--- config.mk ---
export PLATFORM = sky130hd
export DESIGN_NAME = demod_cfg_sequencer
export DESIGN_NICKNAME = d
export VERILOG_FILES = /design/src/rtl/demod_cfg_sequencer_pkg.sv /design/src/rtl/demod_cfg_sequencer_bus_mux.sv /design/src/rtl/demod_cfg_sequencer.sv
export SDC_FILE = /design/constraint.sdc
export NUM_CORES = 1
export LEC_CHECK = 0
export BUFFER_PORTS_ARGS = -buffer_cell sky130_fd_sc_hd__buf_4
export CAP_MARGIN = 5
export CORE_MARGIN = 2
export CORE_UTILIZATION = 41
export CTS_BUF_LIST = sky130_fd_sc_hd__clkbuf_4 sky130_fd_sc_hd__clkbuf_8
export DETAILED_ROUTE_END_ITERATION = 10
export GPL_TIMING_DRIVEN = 0
export PLACE_DENSITY = 0.84
export SYNTH_ARGS = -nofsm -noshare
export SYNTH_HDL_FRONTEND = slang
export SYNTH_SLANG_ARGS = --single-unit
--- constraint.sdc ---
create_clock -name clk -period 2 [get_ports clk]
set_input_delay 0 -clock clk [delete_from_list [all_inputs] [get_ports clk]]
set_output_delay 0 -clock clk [all_outputs]
set_load 0.02 [all_outputs]
--- src/rtl/demod_cfg_sequencer_pkg.sv ---
// demod_cfg_sequencer_pkg: table entry layout, end marker and FSM state encoding for the config sequencer
package demod_cfg_sequencer_pkg;
  localparam int MASK_HI = 47;
  localparam int MASK_LO = 44;
  localparam int ADDR_HI = 43;
  localparam int ADDR_LO = 32;
  localparam logic [3:0] END_MASK = 4'b0000;
  typedef enum logic [2:0] {IDLE, FETCH, LOAD, WRITE, GAP, DONE} state_e;
endpackage

--- src/rtl/demod_cfg_sequencer_bus_mux.sv ---
// cfg_bus_mux: host/sequencer demod bus mux; host wins whenever it strobes.
//   host_*_i : host read/write request    seq_*_i : sequencer write request
//   rd_o/wr_o/addr_o/din_o : demod bus    host_active_o : host owns the bus this cycle
module cfg_bus_mux
  import demod_cfg_sequencer_pkg::*;
(
  input  logic        host_rd_i,
  input  logic [3:0]  host_wr_i,
  input  logic [11:0] host_addr_i,
  input  logic [31:0] host_din_i,
  input  logic [3:0]  seq_wr_i,
  input  logic [11:0] seq_addr_i,
  input  logic [31:0] seq_din_i,
  output logic        rd_o,
  output logic [3:0]  wr_o,
  output logic [11:0] addr_o,
  output logic [31:0] din_o,
  output logic        host_active_o
);
  assign host_active_o = host_rd_i | (|host_wr_i);
  // the sequencer never reads, so rd is the host strobe in both mux positions
  assign rd_o   = host_rd_i;
  assign wr_o   = host_active_o ? host_wr_i : seq_wr_i;
  assign addr_o = host_active_o ? host_addr_i : seq_addr_i;
  assign din_o  = host_active_o ? host_din_i : seq_din_i;
endmodule

--- src/rtl/demod_cfg_sequencer.sv ---
// demod_cfg_sequencer: walks a {mask,addr,data} table and issues byte-lane writes to the demod bus, yielding to the host.
//   clk, reset (async active-low), start : control
//   hostRd/hostWr/hostAddr/hostDin/hostDout : host side of the register bus
//   rd/wr0..wr3/addr/din/demodDout : demod side of the register bus
//   tblAddr/tblData : synchronous table port (data valid one cycle after address)
//   busy/done/holdDemod/entryCount : load status
module demod_cfg_sequencer
  import demod_cfg_sequencer_pkg::*;
#(
  parameter int TBL_AW = 8,
  parameter int WR_GAP = 2
) (
  input  logic              clk,
  input  logic              reset,
  input  logic              start,
  input  logic              hostRd,
  input  logic [3:0]        hostWr,
  input  logic [11:0]       hostAddr,
  input  logic [31:0]       hostDin,
  output logic [31:0]       hostDout,
  output logic              rd,
  output logic              wr0,
  output logic              wr1,
  output logic              wr2,
  output logic              wr3,
  output logic [11:0]       addr,
  output logic [31:0]       din,
  input  logic [31:0]       demodDout,
  output logic [TBL_AW-1:0] tblAddr,
  input  logic [47:0]       tblData,
  output logic              busy,
  output logic              done,
  output logic              holdDemod,
  output logic [TBL_AW:0]   entryCount
);
  localparam logic [3:0] GAP_LAST = (WR_GAP == 0) ? 4'd0 : 4'(WR_GAP - 1);

  state_e            state_q;
  logic [3:0]        seq_wr_q;
  logic [11:0]       seq_addr_q;
  logic [31:0]       seq_din_q;
  logic [3:0]        gap_cnt_q;
  logic [TBL_AW-1:0] tbl_addr_q;
  logic [TBL_AW:0]   entry_cnt_q;
  logic              busy_q;
  logic              done_q;
  logic              host_active;
  logic [3:0]        wr;
  logic              wrote;
  logic              adv;

  cfg_bus_mux u_mux (
    .host_rd_i    (hostRd),
    .host_wr_i    (hostWr),
    .host_addr_i  (hostAddr),
    .host_din_i   (hostDin),
    .seq_wr_i     (seq_wr_q),
    .seq_addr_i   (seq_addr_q),
    .seq_din_i    (seq_din_q),
    .rd_o         (rd),
    .wr_o         (wr),
    .addr_o       (addr),
    .din_o        (din),
    .host_active_o(host_active)
  );

  // strobes are loaded on entry to WRITE so they reach the bus in the WRITE cycle;
  // they are held through host collisions and dropped once the bus was actually ours
  assign wrote = (state_q == WRITE) && !host_active;
  // end of an entry: right after the write when there is no gap, else at the last gap cycle
  assign adv = (wrote && WR_GAP == 0) || (state_q == GAP && gap_cnt_q == GAP_LAST);

  always_ff @(posedge clk or negedge reset) begin
    if (!reset) begin
      state_q     <= IDLE;
      seq_wr_q    <= '0;
      seq_addr_q  <= '0;
      seq_din_q   <= '0;
      gap_cnt_q   <= '0;
      tbl_addr_q  <= '0;
      entry_cnt_q <= '0;
      busy_q      <= 1'b0;
      done_q      <= 1'b0;
    end else begin
      case (state_q)
        IDLE: if (start) begin
          state_q     <= FETCH;
          tbl_addr_q  <= '0;
          entry_cnt_q <= '0;
          done_q      <= 1'b0;
          busy_q      <= 1'b1;
        end
        FETCH: state_q <= LOAD;
        LOAD: if (tblData[MASK_HI:MASK_LO] == END_MASK) begin
          state_q <= DONE;
          busy_q  <= 1'b0;
          done_q  <= 1'b1;
        end else begin
          seq_wr_q   <= tblData[MASK_HI:MASK_LO];
          seq_addr_q <= tblData[ADDR_HI:ADDR_LO];
          seq_din_q  <= tblData[31:0];
          state_q    <= WRITE;
        end
        WRITE: if (wrote) begin
          seq_wr_q    <= '0;
          entry_cnt_q <= entry_cnt_q + 1'b1;
          gap_cnt_q   <= '0;
          state_q     <= GAP;
        end
        GAP: gap_cnt_q <= gap_cnt_q + 1'b1;
        DONE: state_q <= IDLE;
        default: state_q <= IDLE;
      endcase
      if (adv) begin
        if (tbl_addr_q == '1) begin
          state_q <= DONE;
          busy_q  <= 1'b0;
          done_q  <= 1'b1;
        end else begin
          tbl_addr_q <= tbl_addr_q + 1'b1;
          state_q    <= FETCH;
        end
      end
    end
  end

  assign {wr3, wr2, wr1, wr0} = wr;
  assign hostDout   = demodDout;
  assign tblAddr    = tbl_addr_q;
  assign entryCount = entry_cnt_q;
  assign busy       = busy_q;
  assign holdDemod  = busy_q;
  assign done       = done_q;
endmodule

Word-level counts from Yosys, hierarchy flattened

Cells that the tools add are included.

Bits in registers: 74
Bits of input ports: 132
Output and inout bits: 101
Word-level logic and storage cells: 70

$add $sub $neg: 3
Equality and inequality tests: 12
Muxes and demuxes: 30
Bitwise logic cells: 2
Reductions and logical operators: 14

Operator list:

| kind                                                             | count |
|---|---|
| 32-bit two-way mux                                               | 1 |
| 8-bit two-way mux                                                | 4 |
| 9-bit two-way mux                                                | 2 |
| 9-bit case mux with 2 select lines                               | 1 |
| 4-bit case mux with 2 select lines                               | 2 |
| 3-bit two-way mux                                                | 5 |
| 3-bit case mux with 5 select lines                               | 1 |
| 12-bit two-way mux                                               | 1 |
| 4-bit two-way mux                                                | 3 |
| 9-bit by 1-bit adder with 9-bit output (second input constant)   | 1 |
| 3-bit AND reduction                                              | 3 |
| 8-bit by 1-bit adder with 8-bit output (second input constant)   | 1 |
| 8-bit == test (second input constant)                            | 1 |
| 1-bit two-way mux                                                | 8 |
| 2-bit != test (second input constant)                            | 4 |
| 3-bit by 2-bit == test with 1-bit output (second input constant) | 2 |
| 3-bit != test (second input constant)                            | 2 |
| 2-bit nonzero test                                               | 3 |
| 4-bit by 1-bit adder with 4-bit output (second input constant)   | 1 |
| 4-bit by 1-bit == test with 1-bit output (second input constant) | 1 |
| 4-bit logical NOT                                                | 1 |
| 1-bit case mux with 2 select lines                               | 2 |
| 2-bit AND reduction                                              | 2 |
| 4-bit OR reduction                                               | 1 |
| other kinds (7)                                                  | 8 |

Logic depth before layout (Yosys ltp)

Depth in word-level cells: 7
Gate-level depth with buffers: 6
Depth with buffers taken out: 6

Cells and area by module

Synthesis repeated with hierarchy kept, for this count alone.

Cells, all modules: 336
Area, all modules: 3,996.3 µm²

Modules (own cells, without submodules):

| module              | instances | cells each | area each (µm²) | sequential area each (µm²) |
|---|---|---|---|---|
| demod_cfg_sequencer | 1         | 279        | 3,369.5         | 1,851.8 |
| cfg_bus_mux         | 1         | 57         | 626.9           | 0.0 |

Worst setup path before layout

No wires, ideal clock.

Kind: register to register
From: register gap_cnt_q[1]
To: register tbl_addr_q[5], in the netlist tblAddr[5]
Library setup time: 0.140 ns
Arrival: 1.693 ns
Data required time: 1.860 ns
Slack: 0.168 ns
Stages on the path, launching flop included: 7
Buffers on the path: 0
Clock period less this slack: 1.832 ns
Cell sequence: dfrtp_1 inv_1 ha_1 nor3b_1 o211ai_1 o311ai_0 o41ai_1

Longest elaborated chain between the ends: 3

RTL lines:

| what                                     | RTL line                   | RTL |
|---|---|---|
| from (decl)                              | demod_cfg_sequencer.sv:42  | `logic [3:0] gap_cnt_q;` |
| from (signal assigned)                   | demod_cfg_sequencer.sv:110 | `GAP: gap_cnt_q <= gap_cnt_q + 1'b1;` |
| 4-bit by 1-bit == test with 1-bit output | demod_cfg_sequencer.sv:71  | `assign adv = (wrote && WR_GAP == 0) \|\| (state_q == GAP && gap_cnt_q == GAP_LAST);` |
| 1-bit logical AND                        | demod_cfg_sequencer.sv:71  |  |
| 8-bit two-way mux                        | demod_cfg_sequencer.sv:114 | `if (adv) begin` |
| to (signal assigned)                     | demod_cfg_sequencer.sv:120 | `tbl_addr_q <= tbl_addr_q + 1'b1;` |
| to (decl)                                | demod_cfg_sequencer.sv:43  | `logic [TBL_AW-1:0] tbl_addr_q;` |

No other way between the ends.
A chain may end at the register's enable or synchronous reset.

Final worst setup path

From: register state_q[2]
To: register seq_din_q[13]

Longest elaborated chain between the ends: 2

RTL lines:

| what                                     | RTL line                   | RTL |
|---|---|---|
| from (decl)                              | demod_cfg_sequencer.sv:38  | `state_e state_q;` |
| from (signal assigned)                   | demod_cfg_sequencer.sv:75  | `state_q <= IDLE;` |
| from (signal assigned)                   | demod_cfg_sequencer.sv:87  | `state_q <= FETCH;` |
| from (signal assigned)                   | demod_cfg_sequencer.sv:93  | `FETCH: state_q <= LOAD;` |
| 3-bit by 2-bit == test with 1-bit output | demod_cfg_sequencer.sv:85  | `case (state_q)` |
| 2-bit AND reduction (no line)            | n/a                        |  |
| to (signal assigned)                     | demod_cfg_sequencer.sv:101 | `seq_din_q <= tblData[31:0];` |
| to (decl)                                | demod_cfg_sequencer.sv:41  | `logic [31:0] seq_din_q;` |

No other way between the ends.

==> metrics.md <==
| Metric | Value |
|---|---|
| Outcome | `finished clean` |
| Initial core utilization | `41.8%` |
| Placed Instance Area | `~5700 um2` |
| Area of the multi-input gates | `~1800 um2` |
| Post-synthesis sequential area ratio | `roughly 46%` |
| Largest net degree at the start of global routing | `75` |
| # setup viols final | `0` |
| Routed len/inst | `between 15 and 20 um` |
| FF+latch area | `1850 um2` |
| Hold path depth | `4` |
| Final min period | `1.90 ns` |
| Cell Chain, Critical Path | `buf_2, nor3b_4, nor2b_1, buf_4, buf_6, mux2_2` |
| Final Hold Violating Endpoints | `0` |
| Reg2reg path depth | `6` |
| Final wirelength | `11400 um` |
| Clock sink count | `74` |
| Routed Antenna Nets | `0` |
| Fraction of registers with async set or reset after synthesis | `100%` |
| Clk root buf | `clkbuf_8` |
| Port bufs | `200` |
| CTS Buffer Depth | `2` |
| Worst hold slack | `between 0.05 and 0.06 ns` |
| Via count of the first global-routing pass | `about 3600` |
| Core area | `9640 um2` |
| Final worst setup slack | `approximately 0.10 ns` |
| Io pins | `233` |
| First drt pass iteration count | `4` |
| Buffer and inverter count on the worst path | `3` |
| Placed cells | `~670` |
| FP Rows | `36` |
| Clk_lat worst skew | `between 0.3 and 0.4 ns` |
| CTS tree | `yes` |
| Share of cells above drive strength 1 | `between 60% and 70%` |
| Top FF cell, synth | `dfrtp_1` |
| Final clock skew | `0.00987 ns` |
| Yosys cell types | `between 40 and 50` |
| Syn Std Cell Area | `a little over 4000 um2` |
| Final net count | `roughly 730` |
| Initial antenna violation count | `0` |
| Vias per std cell | `around 5` |
| Die width | `between 100 and 150 um` |
| Die height | `~100 um` |
| Mean Syn Cell Area | `approximately 12 um2` |
| DP HPWL | `approximately 8000 um` |
| Crit-path leading delay family | `buffers and inverters` |
| Inserted Clock Buffers | `9` |
| Required time of the critical path | `2.23 ns` |
| Hold crit path type | `input pin to flip-flop` |
| Overall Global Routing Usage | `20.8%` |
| Worst EP arrival | `roughly 2.1 ns` |
| Setup crit start kind | `flip-flop` |
| Global-route wire length before repair | `~17000 um` |
| Critical Path Stages | `6` |
| Power per cell area | `just under 1000 nW/um2` |
| Leakage power | `3.10 nW` |
| Crit-path max FO | `10` |
| Met2 Resource Use GR | `roughly 37%` |
| Fillcell total | `~730` |
| Critical Path End Type | `flip-flop` |
| Slew HR | `approximately 37%` |
| Number of synthesis warnings | `0` |
| Residual DRC | `0` |
| CP max stage delay | `between 0.3 and 0.4 ns` |
| Grt met3 use | `4.54%` |
| Via count | `3612` |
| Cell area after layout | `~6400 um2` |
| ANT cells | `0` |
| Gr ovfl total | `0` |
| Iteration-0 DRC Markers | `84` |
| Fin cells | `about 730` |
| FMAX | `roughly 0.53 GHz` |
| Slowest CP cell | `dfrtp_1` |
| Slew of the pin with the lowest slew margin | `roughly 0.95 ns` |
| Placer Congestion | `between 0.7 and 0.8` |
| Die ar. | `approximately 11000 um2` |
| Worst ir drop on vdd | `0.556 mV` |
| Grt peak-use layer | `met2` |
| Htree depth | `3` |
| Post-Place Setup Slack | `-0.274 ns` |
| Post-Syn Instances | `between 300 and 400` |
| MaxCap Viol Count | `0` |
| Tcrit/Tclk final | `between 90% and 100%` |
| Layout area overhead | `59.7%` |
| Clk pin slew, worst setup/hold paths | `0.08 ns` |
| Max Slew Vio Count | `0` |
| EDFF count, synth | `0` |
| Mapped Nets | `between 400 and 500` |
| Met1 Use GR | `about a quarter` |
| Worst setup path class | `flip-flop to flip-flop` |
| Layout Utilization | `66.8%` |
| Yosys reg bits | `74` |
[registers in the layout, indices dropped and copies added (netlist names)]
| signal | flops |
|---|---|
| busy | 1 |
| done | 1 |
| entryCount | 9 |
| gap_cnt_q | 4 |
| seq_addr_q | 12 |
| seq_din_q | 32 |
| seq_wr_q | 4 |
| state_q | 3 |
| tblAddr | 8 |
[placed cells by master (no fill, tap or decap), drive strengths merged, types with 4 or more instances in the layout]
cell / count
a31oi: 4
nand4: 5
a21o: 5
inv: 6
a22o: 6
dfrtp: 74
dlygate4sd3: 49
a21oi: 4
mux2: 88
buf: 249
clkbuf: 11
o21ai: 7
ha: 4
nor2: 7
nand3: 8
nand2: 18
mux2i: 5
[synth_stat cells, drive strengths merged, types with 2 or more instances]
master   number  share of area [%]
dfrtp        74                 46
a21o          5               0.93
buf          48                9.2
o31ai         3               0.68
o211ai        3               0.56
o22ai         2               0.31
inv           6               0.56
nand3b        2               0.37
nor2b         2               0.31
o21ai         7               0.87
mux2i         5                1.2
and3          3               0.47
nor2          7               0.71
o2bb2ai       3               0.65
ha            4                1.2
a21oi         4               0.50
nor3          3               0.65
nand4         5               0.78
nand2        18                1.7
mux2         88                 25
a31oi         4               0.62
nor3b         3               0.81
xor2          3               0.65
nand3         8               0.99
a22o          6                1.3
[through the flow]
stage / TNS (ns) / power, mW
finish: 0 / 6.33
global route: -0.00192 / 6.70
CTS: 0 / 6.34
detailed placement: -1.02 / 4.91
global placement: -0.102 / 4.79
floorplan: 0 / 4.10
[tightest hold or removal path: cells and delay by family]
family	cells	cell delay, ns
and+or+nand+nor	2	0.16
buffers and inverters	1	0.13
AOI/OAI and AO/OA	1	0.08
[what timing repair did]
item / CTS / global route
hold endpoints to repair: 122 / 0
setup endpoints to repair: 10 / 41
hold buffers: 49 / 0
buffers inserted: 1 / 0
resized for setup: 1 / 3
gates cloned: 0 / 0
pin swaps: 1 / 1
[layer usage]
layer	up-vias	routed length (um)
met4	0	289
met3	25	771
met2	152	5990
met5	-	0
met1	1743	4360
li1	1692	-
[report_power, final]
part	switching [mW]	internal [mW]	total, mW	leakage [nW]
combinational	1.07	1.41	2.48	2.08
clock	0.585	0.739	1.32	0.112
sequential	0.397	2.13	2.52	0.908
total	2.05	4.27	6.33	3.10
[cell families (layout without fill, tap and decap cells)]
family | after synthesis | in the layout | share of synthesized area, %
DFF | 74 | 74 | 45.9
buffers and inverters | 55 | 321 | 9.87
and+or+nand+nor | 58 | 58 | 8.23
muxes | 93 | 93 | 25.8
adders and majority gates | 4 | 4 | 1.24
AOI/OAI and AO/OA | 45 | 45 | 8.23
xor gates and xnor gates | 3 | 3 | 0.652
[path summary, 6_finish.rpt]
| check | slack, ns | start | end |
|---|---|---|---|
| min | 0.06 | hostRd | entryCount[3]$_DFFE_PN0P_ |
| min in group asynchronous | 0.31 | reset | tblAddr[6]$_DFF_PN0_ |
| max | 0.10 | state_q[2]$_DFFE_PN0P_ | seq_din_q[13]$_DFFE_PN0P_ |
| max reg2reg | 0.10 | state_q[2]$_DFFE_PN0P_ | seq_din_q[13]$_DFFE_PN0P_ |
| min reg2reg | 0.50 | entryCount[8]$_DFFE_PN0P_ | entryCount[8]$_DFFE_PN0P_ |
| max in group asynchronous | 1.03 | reset | seq_wr_q[1]$_DFFE_PN0P_ |
[area by class of cell]
cell class	instances	share of cell area, %
plain buffers	49	5.85
clock buffers	10	2.14
clock inverters	6	1.40
inverters	6	0.350
multi-input cells	203	27.8
flip-flops and latches	74	28.8
well taps	133	2.59
repair buffers	250	31.1
(Power assumes the default switching activity.)
